## src/rtl/st_irq_ctrl.sv

```systemverilog
// st_irq_ctrl: interrupt controller between the ST interrupt sources
// (HBL, VBL, MFP) and the 68000. It encodes pending requests onto the IPL
// lines and runs each CPU interrupt-acknowledge cycle. Level 6 goes to the
// MFP vectored iack/dtack handshake. Levels 2 and 4 are answered by
// autovector (VPA). Anything else, or an MFP that never answers, gets BERR.
// All state advances only on clk_en ticks. Reset is synchronous and
// overrides clk_en.
module st_irq_ctrl #(
    parameter int TIMEOUT = 64
) (
    input  logic       clk,
    input  logic       reset,
    input  logic       clk_en,
    input  logic       hbl_in,
    input  logic       vbl_in,
    input  logic       mfp_irq,
    input  logic       mfp_dtack,
    input  logic [2:0] cpu_fc,
    input  logic [2:0] cpu_a,
    input  logic       cpu_as_n,
    output logic [2:0] ipl_n,
    output logic       mfp_iack,
    output logic       vpa,
    output logic       berr,
    output logic       busy
);

    localparam int CW = (TIMEOUT > 1) ? $clog2(TIMEOUT) : 1;
    localparam logic [CW-1:0] CNT_LAST = CW'(TIMEOUT - 1);

    typedef enum logic [1:0] {
        ST_IDLE     = 2'd0,
        ST_DISPATCH = 2'd1,
        ST_MFP_WAIT = 2'd2,
        ST_HOLD     = 2'd3
    } state_t;

    state_t        state_r;
    logic [2:0]    lvl_r;
    logic [CW-1:0] cnt_r;
    logic          hbl_prev_r;
    logic          vbl_prev_r;
    logic          hbl_pend_r;
    logic          vbl_pend_r;
    logic [2:0]    ipl_n_r;
    logic          mfp_iack_r;
    logic          vpa_r;
    logic          berr_r;
    logic          busy_r;

    logic          hbl_rise_s;
    logic          vbl_rise_s;
    logic          iack_s;
    logic          hbl_clr_s;
    logic          vbl_clr_s;

    // Highest active source wins: MFP (6) over VBL (4) over HBL (2).
    function automatic logic [2:0] encode_level(input logic mfp,
                                                input logic vbl,
                                                input logic hbl);
        logic [2:0] lvl;
        if (mfp) begin
            lvl = 3'd6;
        end else if (vbl) begin
            lvl = 3'd4;
        end else if (hbl) begin
            lvl = 3'd2;
        end else begin
            lvl = 3'd0;
        end
        return lvl;
    endfunction

    // Source edges, iack detection and pending-clear requests from the
    // cycle being dispatched.
    always_comb begin
        hbl_rise_s = 1'b0;
        vbl_rise_s = 1'b0;
        iack_s     = 1'b0;
        hbl_clr_s  = 1'b0;
        vbl_clr_s  = 1'b0;
        if (hbl_in && !hbl_prev_r) begin
            hbl_rise_s = 1'b1;
        end else begin
            hbl_rise_s = 1'b0;
        end
        if (vbl_in && !vbl_prev_r) begin
            vbl_rise_s = 1'b1;
        end else begin
            vbl_rise_s = 1'b0;
        end
        if ((cpu_fc == 3'b111) && !cpu_as_n) begin
            iack_s = 1'b1;
        end else begin
            iack_s = 1'b0;
        end
        // An aborted dispatch (strobe already released) clears nothing.
        if ((state_r == ST_DISPATCH) && !cpu_as_n) begin
            hbl_clr_s = (lvl_r == 3'd2);
            vbl_clr_s = (lvl_r == 3'd4);
        end else begin
            hbl_clr_s = 1'b0;
            vbl_clr_s = 1'b0;
        end
    end

    // Edge-detect delay registers and pending bits. A new edge beats a
    // clear in the same tick so it is not lost during its own ack.
    always_ff @(posedge clk) begin
        if (reset) begin
            hbl_prev_r <= 1'b0;
            vbl_prev_r <= 1'b0;
            hbl_pend_r <= 1'b0;
            vbl_pend_r <= 1'b0;
        end else if (clk_en) begin
            hbl_prev_r <= hbl_in;
            vbl_prev_r <= vbl_in;
            hbl_pend_r <= hbl_rise_s | (hbl_pend_r & ~hbl_clr_s);
            vbl_pend_r <= vbl_rise_s | (vbl_pend_r & ~vbl_clr_s);
        end else begin
            hbl_prev_r <= hbl_prev_r;
            vbl_prev_r <= vbl_prev_r;
            hbl_pend_r <= hbl_pend_r;
            vbl_pend_r <= vbl_pend_r;
        end
    end

    // Registered active-low priority level towards the CPU.
    always_ff @(posedge clk) begin
        if (reset) begin
            ipl_n_r <= 3'b111;
        end else if (clk_en) begin
            ipl_n_r <= ~encode_level(mfp_irq, vbl_pend_r, hbl_pend_r);
        end else begin
            ipl_n_r <= ipl_n_r;
        end
    end

    // Interrupt-acknowledge sequencer. It drives at most one of
    // mfp_iack / vpa / berr at any time.
    always_ff @(posedge clk) begin
        if (reset) begin
            state_r    <= ST_IDLE;
            lvl_r      <= 3'd0;
            cnt_r      <= '0;
            mfp_iack_r <= 1'b0;
            vpa_r      <= 1'b0;
            berr_r     <= 1'b0;
            busy_r     <= 1'b0;
        end else if (clk_en) begin
            case (state_r)
                ST_IDLE: begin
                    mfp_iack_r <= 1'b0;
                    vpa_r      <= 1'b0;
                    berr_r     <= 1'b0;
                    if (iack_s) begin
                        lvl_r   <= cpu_a;
                        state_r <= ST_DISPATCH;
                        busy_r  <= 1'b1;
                    end else begin
                        busy_r  <= 1'b0;
                    end
                end
                ST_DISPATCH: begin
                    if (cpu_as_n) begin
                        state_r <= ST_IDLE;
                        busy_r  <= 1'b0;
                    end else begin
                        case (lvl_r)
                            3'd6: begin
                                mfp_iack_r <= 1'b1;
                                cnt_r      <= '0;
                                state_r    <= ST_MFP_WAIT;
                            end
                            3'd4, 3'd2: begin
                                vpa_r   <= 1'b1;
                                state_r <= ST_HOLD;
                            end
                            default: begin
                                berr_r  <= 1'b1;
                                state_r <= ST_HOLD;
                            end
                        endcase
                    end
                end
                ST_MFP_WAIT: begin
                    if (cpu_as_n) begin
                        mfp_iack_r <= 1'b0;
                        state_r    <= ST_IDLE;
                        busy_r     <= 1'b0;
                    end else if (mfp_dtack) begin
                        state_r <= ST_HOLD;
                    end else if (cnt_r == CNT_LAST) begin
                        mfp_iack_r <= 1'b0;
                        berr_r     <= 1'b1;
                        state_r    <= ST_HOLD;
                    end else begin
                        cnt_r <= cnt_r + CW'(1);
                    end
                end
                ST_HOLD: begin
                    if (cpu_as_n) begin
                        mfp_iack_r <= 1'b0;
                        vpa_r      <= 1'b0;
                        berr_r     <= 1'b0;
                        state_r    <= ST_IDLE;
                        busy_r     <= 1'b0;
                    end else begin
                        state_r <= ST_HOLD;
                    end
                end
                default: begin
                    mfp_iack_r <= 1'b0;
                    vpa_r      <= 1'b0;
                    berr_r     <= 1'b0;
                    state_r    <= ST_IDLE;
                    busy_r     <= 1'b0;
                end
            endcase
        end else begin
            state_r <= state_r;
        end
    end

    assign ipl_n    = ipl_n_r;
    assign mfp_iack = mfp_iack_r;
    assign vpa      = vpa_r;
    assign berr     = berr_r;
    assign busy     = busy_r;

endmodule

```

## config.mk

```make
export PLATFORM = sky130hd
export DESIGN_NAME = st_irq_ctrl
export DESIGN_NICKNAME = d
export VERILOG_FILES = /design/src/rtl/st_irq_ctrl.sv
export SDC_FILE = /design/constraint.sdc
export NUM_CORES = 1
export LEC_CHECK = 0
export ABC_AREA = 1
export CORE_AREA = 5 5 66 68
export DETAILED_ROUTE_END_ITERATION = 8
export DIE_AREA = 0 0 71 73
export PLACE_DENSITY = 0.65
export SLEW_MARGIN = 20
export SYNTH_ARGS = -nofsm -noshare
export SYNTH_HDL_FRONTEND = slang
export SYNTH_SLANG_ARGS = --single-unit
```

## constraint.sdc

```tcl
create_clock -name clk -period 1.32 [get_ports clk]
set_input_delay 0.198 -clock clk [delete_from_list [all_inputs] [get_ports clk]]
set_output_delay 0.198 -clock clk [all_outputs]
set_load 0.05 [all_outputs]
```

# Yosys cells after proc, flatten, opt, wreduce, memory -nomap -nowiden
# Index checks and enable logic that the tools add are counted.
dict set report totals {
  register_bits 22
  latchBits 0
  ramBits 0
  mem_bits_ro 0
  input_bits 14
  out_inout_bits 7
  wordCells 104
  mem_count 0
}
dict set report op_classes {
  add_sub_neg 1
  multipliers 0
  div_mod_pow 0
  magnitude_cmp 0
  eq_ne 22
  n_shift 0
  n_mux 42
  n_bitwise 7
  n_reduce_logical 20
}
# cell n
set ops {}
lappend ops {{2-to-1 mux 6 bit} 5}
lappend ops {{2-to-1 mux 1 bit} 20}
lappend ops {{!= test 2 bit, second input constant} 8}
lappend ops {{2-to-1 mux 2 bit} 7}
lappend ops {{AND reduction 7 bit} 2}
lappend ops {{2-to-1 mux 3 bit} 4}
lappend ops {{one-hot mux 6 bit (2 select lines)} 1}
lappend ops {{equality test 3 bit, second input constant} 3}
lappend ops {{one-hot mux 1 bit (4 select lines)} 2}
lappend ops {{one-hot mux 2 bit (4 select lines)} 1}
lappend ops {{adder 6 x 1 -> 6 bit, second input constant} 1}
lappend ops {{equality test 6 bit, second input constant} 1}
lappend ops {{!= test 2 x 1 -> 1 bit, second input constant} 3}
lappend ops {{!= test 3 bit, second input constant} 2}
lappend ops {{AND reduction 3 bit} 2}
lappend ops {{AND reduction 6 bit} 1}
lappend ops {{OR reduction 3 bit} 2}
lappend ops {{AND reduction 5 bit} 1}
lappend ops {{equality test 2 bit, second input constant} 2}
lappend ops {{logical AND 1 bit} 4}
lappend ops {{!= test 4 bit, second input constant} 1}
lappend ops {{equality test 3 x 2 -> 1 bit, second input constant} 1}
lappend ops {{zero test 1 bit} 3}
lappend ops {{NOT 3 bit} 1}
lappend ops {{other kinds (11)} 14}

# Depth between registers and ports, before layout
dict set report depth {
  depth_word 6
  depth_mapped 11
  mapped_depth_nobuf 11
}

# Worst setup path after synthesis
# OpenSTA, ideal clock, no wires.
dict set report synth_path {
  path_type {register -> register}
  start {register state_r[0]}
  end {register cnt_r[3]}
  setup_time_ps 115
  arrival_time_ps 1309
  required_time_ps 1205
  slack_ps -104
  stages_incl_launch_ff 9
  path_buffers 0
  period_less_slack_ps 1424
  path_cell_list {dfxtp_1 -> inv_1 -> ha_1 -> nand2_1 -> inv_1 -> nor2_4 -> nand4_4 -> o21bai_1 -> nor2_1}
}
dict set report synth_via {
  elab_chain_len 3
  word_cells_on_any_way 10
  classes_between {eq/ne: 7; mux: 1; reduce/logical: 2}
}
# item line_no
set synth_lines {}
lappend synth_lines {{start, declared} 38} ;# state_t state_r;
lappend synth_lines {{start signal, assigned} 221} ;# state_r <= state_r;
lappend synth_lines {{equality test 2 bit / equality test 2 x 1 -> 1 bit (equally long branches)} 151} ;# case (state_r)
lappend synth_lines {{!= test 2 bit (no source line) (tied with other cells)} -}
lappend synth_lines {{AND reduction 7 bit (no source line)} -}
lappend synth_lines {{end signal, assigned} 198} ;# cnt_r <= cnt_r + CW'(1);
lappend synth_lines {{end, declared} 40} ;# logic [CW-1:0] cnt_r;
# Parallel ways exist; a longest one is shown, timed or not.
# A chain may end at the register's enable or synchronous reset.

# Worst setup path in the final report
dict set report layout_path {
  start {register state_r[1]}
  end {register cnt_r[0]}
}
# Same word-level chain as after synthesis.

==> reports/metrics.csv <==
metric;value;unit
Synth area leader;dfxtp_1;
GRT Resource Usage Total;11.7;%
Hold Vio Cnt, Final;0;
via count;1249;
Yosys top cell area share;34.5;%
violated checks;negative setup slack;
TritonRoute pass-1 iters;5;
Worst Setup Path Type;reg2reg;
die footprint;5180;um^2
CTS H-tree depth;1;
Worst Setup End Kind;flip-flop;
maximum vdd drop;400;uV
startpoint types;flip-flop;
Filler Cell Count;372;
Die Ht;73;um
row count;23;
Power per Cell Area;733;nW/um^2
Critical Path AT;1580;ps
fin area;1870;um^2
commonest non-fill, non-tap cell in the layout;nand2_1;
mean post-synth cell area;6.97;um^2
hold path depth;3;
most frequent cells in the layout;28 x nand2_1, 22 x buf_4, 19 x nor2_1, 19 x dfxtp_1;
Syn Nets;195;
count of final setup violators;8;
flop-to-flop setup slack;-60;ps
hold-fix buffers at CTS;0;
Final Max Tran Viols;0;
post-place setup slack;-318;ps
clk root buf;clkbuf_8;
cell count of the worst reg-to-reg path;11;
initial antenna violation count;0;
die width;71;um
placed cells;259;
Clock Sinks;21;
Core Region;3800;um^2
first-pass GRT wire length;4.89;mm
placed inst area;1670;um^2
worst-skew pair later-pin latency;270;ps
Final min period;1380;ps
synthesized area;1220;um^2
crit path max fanout;6;
GRT overflow;0;
final net count;239;
# IOs;21;
synth-to-layout area growth;53.2;%
Req. time, crit path;1520;ps
max frequency;0.723;GHz
ant diodes;0;
Leak;0.000757;uW
worst hold path type;in2reg;
RSZ-0062 raised after global routing;true;
multi-input logic area;818;um^2
1st-iter DRT viols;58;
post-DR wirelength/cell;11.3;um
Yosys cell types;27;
setup tns final;-381;ps
Max-Cap Viols;0;
share of cells above drive strength 1;34.4;%
Post-DP HPWL;2.18;mm
largest cells by area after synthesis;dfxtp_1 34%, nand2_1 9.8%, a21oi_1 8.2%;
Post-Synthesis Cells;175;
Layout Skew;9.32;ps
CTS tree;built;
vias in the first global route;1152;
remaining antenna violation count;0;
number of synthesized register bits;21;
final worst setup slack;-63.2;ps
gpl congestion;0.808;
sequential cell area;428;um^2
DRC;0;
largest net degree at the start of global routing;13;
Total Wirelength;3.04;mm
CTS clk-pin slew, worst paths;80;ps
non-filler cells in the finished layout;268;
clk buf depth;2;
initial core utilization;32.1;%
outcome;complete, but fails checks;
post-synthesis sequential area ratio;34.5;%
Ys Warns;0;
vias per inst;4.66;
port buffer count;19;
Inserted Clock Buffers;3;
Tcrit/Tclk final;105;%
## synth_stat cells
cell type and n:
nand2_2 3, nand2_1 32, buf_6 1, clkinv_1 1, o21ai_0 8, nand4_1 4
inv_1 20, nand3b_1 2, nand4_4 1, a21oi_2 1, buf_2 1, nor3b_1 1
inv_2 1, clkbuf_1 1, o31ai_1 2, o211ai_1 1, or2_2 2, buf_4 1
dfxtp_1 21, conb_1 1, nor2_1 23, a21oi_1 20, nor2_4 3, nand3_1 13
nor2_2 3, o21bai_1 2, ha_1 6
## registers in the layout, summed over array words and instances (netlist names)
name        flops
state_r         2
vbl_prev_r      1
cnt_r           6
lvl_r           3
vbl_pend_r      1
vpa             1
mfp_iack        1
busy            1
hbl_pend_r      1
ipl_n           2
hbl_prev_r      1
berr            1
## worst paths after layout
check,start,endpoint
worst max register to register,state_r[1],cnt_r[0]
worst min register to register,hbl_prev_r,hbl_prev_r
worst min-delay path,clk_en,vbl_prev_r
worst max-delay path,state_r[1],cnt_r[0]
## cell type report
class,count,share of cell area (%)
Timing Repair Buffer,42,22.9
Sequential cell,21,22.9
Clock inverter,1,0.268
Multi-Input combinational cell,129,43.8
Tap cell,50,3.35
Inverter,22,4.62
Clock buffer,3,2.21
## worst max-delay path, stage by stage, from the launching register on
cell and delay (ps):
dfxtp_4 360, buf_6 110, ha_4 190, nand2_4 80
inv_4 40, nor2_4 150, nand2_2 80, clkinv_2 60
nand3_1 70, nand2_1 60, nand2_1 40, nor2_1 80
## stage by stage
stage	power [uW]	util (%)	hold slack, ps
2_1_floorplan	818	-	296
3_3_place_gp	930	43.8	442
3_5_place_dp	932	43.8	453
4_1_cts	1370	47.0	465
5_1_grt	1440	49.2	384
6_report	1370	49.2	344
## routing by layer
layer / track usage [%] / up-vias / routed length [um]
li1: - / 659 / -
met1: 14.2 / 561 / 1360
met2: 20.5 / 23 / 1540
met3: 2.48 / 6 / 96
met4: 3.97 / 0 / 42
met5: 0 / - / 0
## logic make-up after synthesis
| family | count (synthesis) | synth area share (%) |
|---|---|---|
| AOI/OAI and AO/OA | 34 | 15.3 |
| adders and majority gates | 6 | 6.15 |
| buffers and inverters | 26 | 9.02 |
| DFF | 21 | 34.5 |
| other | 1 | 0.307 |
| and+or+nand+nor | 87 | 34.8 |
## what timing repair did
item                                    4_1_cts  5_1_grt
cloned                                        1        0
gates resized for setup                      18       24
endpoints found under the setup margin       14       16
buffers inserted                              2        2
pin swaps                                     8       12
## report_power, final
group          internal (uW)  total (uW)  leakage (uW)  switching, uW
clock                    211         431     0.0000255            220
combinational            129         272      0.000559            143
sequential               651         668      0.000173           17.1
total                    991        1370      0.000757            380
Note: power is estimated with default switching activity, not from simulation.
